===== src/rtl/dechop_hold.sv =====
// dechop_hold: frame-aligned chopper removal with per-channel hold of the last good sample.
// Optional macro DECHOP_SAT_EN: saturate the negation of the most negative sample.
module dechop_hold #(
    parameter int N_CH = 16,
    parameter int DW   = 18
) (
    input  logic                 adc_data_clk,
    input  logic                 reset_n,
    input  logic                 chop_en,
    input  logic                 chop_dly_i,
    input  logic                 data_hold_i,
    input  logic                 in_valid,
    input  logic                 in_first,
    input  logic signed [DW-1:0] in_data,
    output logic                 out_valid,
    output logic [4:0]           out_chan,
    output logic signed [DW-1:0] out_data,
    output logic                 out_held,
    output logic                 frame_err
);
    typedef enum logic [1:0] {S_WAIT, S_RUN, S_OVER} state_t;

    state_t state_q, state_d;
    logic [5:0] cnt_q, cnt_d;
    logic en_q, en_d, chop_q, chop_d, hold_q, hold_d;
    logic s1_v_q, s1_v_d, s1_held_q, s1_held_d;
    logic [4:0] s1_chan_q, s1_chan_d;
    logic signed [DW-1:0] s1_data_q, s1_data_d;
    logic ov_q, ov_d, oh_q, oh_d, err_q, err_d;
    logic [4:0] oc_q, oc_d;
    logic signed [DW-1:0] od_q, od_d, neg, lg_rd;
    logic signed [DW-1:0] lg_q [N_CH];
    logic signed [DW-1:0] lg_d [N_CH];
    logic first, acc, over, e_en, e_chop, e_hold;

    always_comb begin
        first  = in_valid && in_first;
        acc    = first || (in_valid && state_q == S_RUN && cnt_q < 6'(N_CH));
        over   = in_valid && !in_first && state_q == S_RUN && cnt_q == 6'(N_CH);
        // The frame's first sample must already see its own newly latched flags
        e_en   = first ? chop_en     : en_q;
        e_chop = first ? chop_dly_i  : chop_q;
        e_hold = first ? data_hold_i : hold_q;
`ifdef DECHOP_SAT_EN
        neg = (in_data == {1'b1, {(DW-1){1'b0}}}) ? ~in_data : -in_data;
`else
        neg = -in_data;
`endif
        state_d   = first ? S_RUN : over ? S_OVER : state_q;
        cnt_d     = first ? 6'd1 : acc ? cnt_q + 6'd1 : cnt_q;
        en_d      = e_en;
        chop_d    = e_chop;
        hold_d    = e_hold;
        s1_v_d    = acc;
        s1_chan_d = first ? 5'd0 : cnt_q[4:0];
        s1_data_d = (e_en && e_chop) ? neg : in_data;
        s1_held_d = e_en && e_hold;
        lg_rd = '0;
        lg_d  = lg_q;
        for (int i = 0; i < N_CH; i++) begin
            if (s1_chan_q == 5'(i)) begin
                lg_rd = lg_q[i];
                if (s1_v_q && !s1_held_q) lg_d[i] = s1_data_q;
            end
        end
        ov_d  = s1_v_q;
        oc_d  = s1_v_q ? s1_chan_q : oc_q;
        od_d  = s1_v_q ? (s1_held_q ? lg_rd : s1_data_q) : od_q;
        oh_d  = s1_v_q ? s1_held_q : oh_q;
        err_d = err_q || over;
    end

    always_ff @(posedge adc_data_clk or negedge reset_n) begin
        if (!reset_n) begin
            state_q   <= S_WAIT;
            cnt_q     <= '0;
            en_q      <= 1'b0;
            chop_q    <= 1'b0;
            hold_q    <= 1'b0;
            s1_v_q    <= 1'b0;
            s1_chan_q <= '0;
            s1_data_q <= '0;
            s1_held_q <= 1'b0;
            ov_q      <= 1'b0;
            oc_q      <= '0;
            od_q      <= '0;
            oh_q      <= 1'b0;
            err_q     <= 1'b0;
            for (int i = 0; i < N_CH; i++) lg_q[i] <= '0;
        end else begin
            state_q   <= state_d;
            cnt_q     <= cnt_d;
            en_q      <= en_d;
            chop_q    <= chop_d;
            hold_q    <= hold_d;
            s1_v_q    <= s1_v_d;
            s1_chan_q <= s1_chan_d;
            s1_data_q <= s1_data_d;
            s1_held_q <= s1_held_d;
            ov_q      <= ov_d;
            oc_q      <= oc_d;
            od_q      <= od_d;
            oh_q      <= oh_d;
            err_q     <= err_d;
            lg_q      <= lg_d;
        end
    end

    assign out_valid = ov_q;
    assign out_chan  = oc_q;
    assign out_data  = od_q;
    assign out_held  = oh_q;
    assign frame_err = err_q;
endmodule


===== config.mk =====
export PLATFORM = sky130hd
export DESIGN_NAME = dechop_hold
export DESIGN_NICKNAME = d
export VERILOG_FILES = /design/src/rtl/dechop_hold.sv
export SDC_FILE = /design/constraint.sdc
export NUM_CORES = 1
export LEC_CHECK = 0
export ABC_AREA = 0
export CORE_UTILIZATION = 63
export DETAILED_ROUTE_END_ITERATION = 16
export GPL_TIMING_DRIVEN = 0
export PLACE_DENSITY = 0.81
export SETUP_SLACK_MARGIN = 0.05
export SYNTH_ARGS = -nofsm -noshare
export SYNTH_HDL_FRONTEND = slang
export SYNTH_SLANG_ARGS = --single-unit

===== constraint.sdc =====
create_clock -name adc_data_clk -period 5.53 [get_ports adc_data_clk]
set_input_delay 1.106 -clock adc_data_clk [delete_from_list [all_inputs] [get_ports adc_data_clk]]
set_output_delay 1.106 -clock adc_data_clk [all_outputs]
set_load 0.005 [all_outputs]

==> impl_results.md <==
* Worst Hold Margin at 0.367 ns
* Result of the run: completed
* Most frequent cell on the critical path: sky130_fd_sc_hd__buf_2
* Maxcap violations at 0
* Part of the cycle the worst path needs at 64.7%
* TNS Setup at 0 ns
* Flip-flop cell with the highest count after synthesis: sky130_fd_sc_hd__dfrtp_1
* Antenna violations before repair at 2
* Leakage power total at 0.00833 uW
* Initial core utilization at 64.4%
* Power per standard cell area at 514 mW/mm2
* Post-CTS Setup Repair Bufs at 0
* Detailed-routing iteration count for the pre-antenna-repair pass at 6
* Register bit count reported by yosys at 350
* Clock root buffer: sky130_fd_sc_hd__clkbuf_16
* Sort of element at the start of the critical path: flop
* Clock slew at the register clock pins of the worst setup and hold paths at 0.06 ns
* Final layout net count at 1573
* CTS tree: done
* Final worst slack at 1.95 ns
* Remaining global-route overflow at 0
* Main combinational cell family by area after synthesis: multiplexers
* Total CTS buffers at 38
* Worst ir drop on vdd at 0.342 mV
* DRC violation count after routing at 0
* Violation count after the first detailed-routing iteration at 1930
* Post-synthesis sequential area ratio at 53.7%
* Global Route Usage Sum at 43.0%
* Pin count of the biggest net entering global routing at 124
* Worst path bufs/invs at 3
* Total number of clock tree sinks at 350
* Final GP Congestion at 0.991
* Post-synth EDFFs at 0
* Detail Route Antenna Nets at 0
* I/O Pins at 51
* Slew Limit Fails at 0
* Total via count after detailed routing at 13300
* Final Routed Wirelength at 54.7 mm
* Finished Layout Cells at 1906
* Final Skew at 0.0240 ns
* Yosys synthesis warning count at 0
* Highest fanout seen on the critical path at 11
* Number of buffers added on ports at 50
* Measured slew at the worst slew-check pin at 1.31 ns
* RSZ-0062 raised after global routing: false
* Gates resized, CTS repair at 0
* CORE AREA at 0.0253 mm2
* Final setup vio count at 0
* Area enclosed by the die boundary at 0.0265 mm2
* Element type at the critical path end: flop
* Final min period at 3.58 ns
* Number of global-route vias before repair at 13500
* Synthesized area per cell at 11.2 um2
* Ratio of cells with drive above 1 in the final layout at 21.8%
* Crit-path slowest cell: sky130_fd_sc_hd__nand3_1
* Number of nets produced by synthesis at 1480
* Skew-Pair Late Insertion Delay at 0.55 ns
* CP required at 5.93 ns
* Ratio of routed vias to standard cells at 7.00
* Max-Slew Margin vs Limit at 12.3%
* Die Ht at 163 um
* Wire length of the first global-routing pass at 82.9 mm
* Total standard cell area after synthesis at 0.0163 mm2
* Area fraction in compound gates after synthesis at 13.7%
* Min-delay worst type: flop to flop
* Clock tree buffer depth at 3
* Total half-perimeter wirelength after legalization and detailed placement at 37.3 mm
* Site row count at 58
* Post-Syn Instances at 1452
* H-tree levels at 2
* Post-DP Area at 0.0173 mm2
* Cell area after layout at 0.0186 mm2
* Area Overhead vs Synth at 14.2%
* XOR/XNOR share of the synthesized area at 1.02%
* Die Width at 163 um
* Post-placement setup slack at 2.18 ns
* Worst path top cell family by delay: buffers and inverters
* Type of the setup path with the least slack: flop to flop
* Highest Clock Rate at 280 MHz
* Arithmetic-cell share of the synthesized area counting full adders, half adders and majority gates at 0.230%
* Fraction of registers with async set or reset after synthesis at 100%
* Count of distinct cell types in the synthesized netlist at 72
* Average wire per cell in the routed design at 28.7 um
* Post-synthesis simple-gate area fraction at 10.1%
* Share of cell area taken by muxes after synthesis at 17.9%
* Fill cell total of the finished layout at 1758
* Most used cells in the layout excluding fill and tap cells: sky130_fd_sc_hd__dfrtp_1, sky130_fd_sc_hd__mux2_2, sky130_fd_sc_hd__o21ai_0, sky130_fd_sc_hd__nand2_1, sky130_fd_sc_hd__clkbuf_1
* Maximum cell stage delay along the critical path at 0.60 ns
* Number of cells after detailed placement at 1835
* Most common cell after layout, fill and taps aside: sky130_fd_sc_hd__dfrtp_1
* Final Hold Fails at 0
* Critical-path cell list: buf_2, and2b_1, buf_2, nand3_1, clkbuf_1, mux2_2
* Arrival time worst endpoint at 3.98 ns
* Post-CTS Hold Fix Bufs at 0
==> through the flow <==
step / util (%) / total power (uW)
after floorplan: - / 5600
after global placement: 68.0 / 6670
after detailed placement: 68.4 / 6800
after CTS: 73.6 / 9430
after global routing: 73.6 / 9900
final: 73.6 / 9580
==> Yosys cell counts (9+ instances only) <==
cell                        number  area share, %
sky130_fd_sc_hd__a21oi_1        35            1.1
sky130_fd_sc_hd__and3_1         12           0.46
sky130_fd_sc_hd__nand2_1       145            3.3
sky130_fd_sc_hd__nand3_1        22           0.67
sky130_fd_sc_hd__clkbuf_1       81            1.9
sky130_fd_sc_hd__a211oi_1       10           0.46
sky130_fd_sc_hd__xnor2_1        13           0.70
sky130_fd_sc_hd__o21ai_0       148            4.5
sky130_fd_sc_hd__nor2b_1        13           0.50
sky130_fd_sc_hd__inv_1          18           0.41
sky130_fd_sc_hd__o21a_1         11           0.51
sky130_fd_sc_hd__mux2i_1        35            2.1
sky130_fd_sc_hd__and2_1         11           0.42
sky130_fd_sc_hd__nand2b_1       11           0.42
sky130_fd_sc_hd__mux2_2        220             15
sky130_fd_sc_hd__nor2_1         51            1.2
sky130_fd_sc_hd__a2111oi_0       9           0.48
sky130_fd_sc_hd__nand3b_1       20           0.92
sky130_fd_sc_hd__a31oi_1        20           0.77
sky130_fd_sc_hd__nor3_1         15           0.46
sky130_fd_sc_hd__o22ai_1        37            1.4
sky130_fd_sc_hd__dfrtp_1       350             54
sky130_fd_sc_hd__buf_2          31           0.95
==> where the power goes <==
group | internal (uW) | switching, uW
registers | 3410 | 559
clock network | 1600 | 1060
logic | 1240 | 1710
==> metal layers <==
| metal | share of wire [%] | GRT usage, % | wire, um | up-vias |
|---|---|---|---|---|
| met3 | 13 | 11.4 | 7380 | 253 |
| met5 | 0 | 0 | 0 | - |
| met2 | 43 | 64.6 | 23700 | 1043 |
| met1 | 36 | 56.7 | 19900 | 6591 |
| li1 | - | - | - | 5448 |
| met4 | 6.9 | 24.4 | 3770 | 0 |
==> flip-flops by register name, indices dropped and copies added (netlist names) <==
register   flops
chop_q         1
cnt_q          6
en_q           1
frame_err      1
hold_q         1
lg_q         288
out_chan       5
out_data      18
out_held       1
out_valid      1
ov_d           1
s1_chan_q      5
s1_data_q     18
s1_held_q      1
state_q        2
==> area by class of cell <==
type / instances / area, um2 / share of cell area (%)
clock inverter: 16 / 206 / 1.11
antenna: 1 / 2.50 / 0.0134
inverter: 18 / 67.6 / 0.363
buffer: 118 / 493 / 2.65
timing repair buffer: 53 / 588 / 3.16
clock buffer: 54 / 1110 / 5.97
multi-input combinational: 966 / 7000 / 37.5
tap: 330 / 413 / 2.22
sequential: 350 / 8760 / 47.0
==> path summary, 6_finish.rpt <==
| path | start | end | slack [ns] | depth (start not counted) |
|---|---|---|---|---|
| min reg2reg | ov_d$_DFF_PN0_ | out_valid$_DFF_PN0_ | 0.37 | 0 |
| min in group asynchronous | reset_n | lg_q[277]$_DFFE_PN0P_ | 0.63 | 2 |
| max | s1_chan_q[0]$_DFF_PN0_ | lg_q[269]$_DFFE_PN0P_ | 1.95 | 6 |
| max in group asynchronous | reset_n | s1_held_q$_DFF_PN0_ | 3.91 | 3 |
| min | ov_d$_DFF_PN0_ | out_valid$_DFF_PN0_ | 0.37 | 0 |
| max reg2reg | s1_chan_q[0]$_DFF_PN0_ | lg_q[269]$_DFFE_PN0P_ | 1.95 | 6 |
==> worst register-to-register path, cell delays in order, from the launching register on <==
cell                       delay [ns]
sky130_fd_sc_hd__dfrtp_1         0.47
sky130_fd_sc_hd__buf_2           0.48
sky130_fd_sc_hd__and2b_1         0.43
sky130_fd_sc_hd__buf_2           0.44
sky130_fd_sc_hd__nand3_1         0.60
sky130_fd_sc_hd__clkbuf_1        0.60
sky130_fd_sc_hd__mux2_2          0.43
==> cells by family after synthesis <==
kind of cell,count (synthesis)
DFF,350
AOI/OAI and AO/OA,351
buffers and inverters,136
adders and majority gates,3
muxes,259
and+or+nand+nor,334
xor gates and xnor gates,19
(Power assumes the default switching activity.)
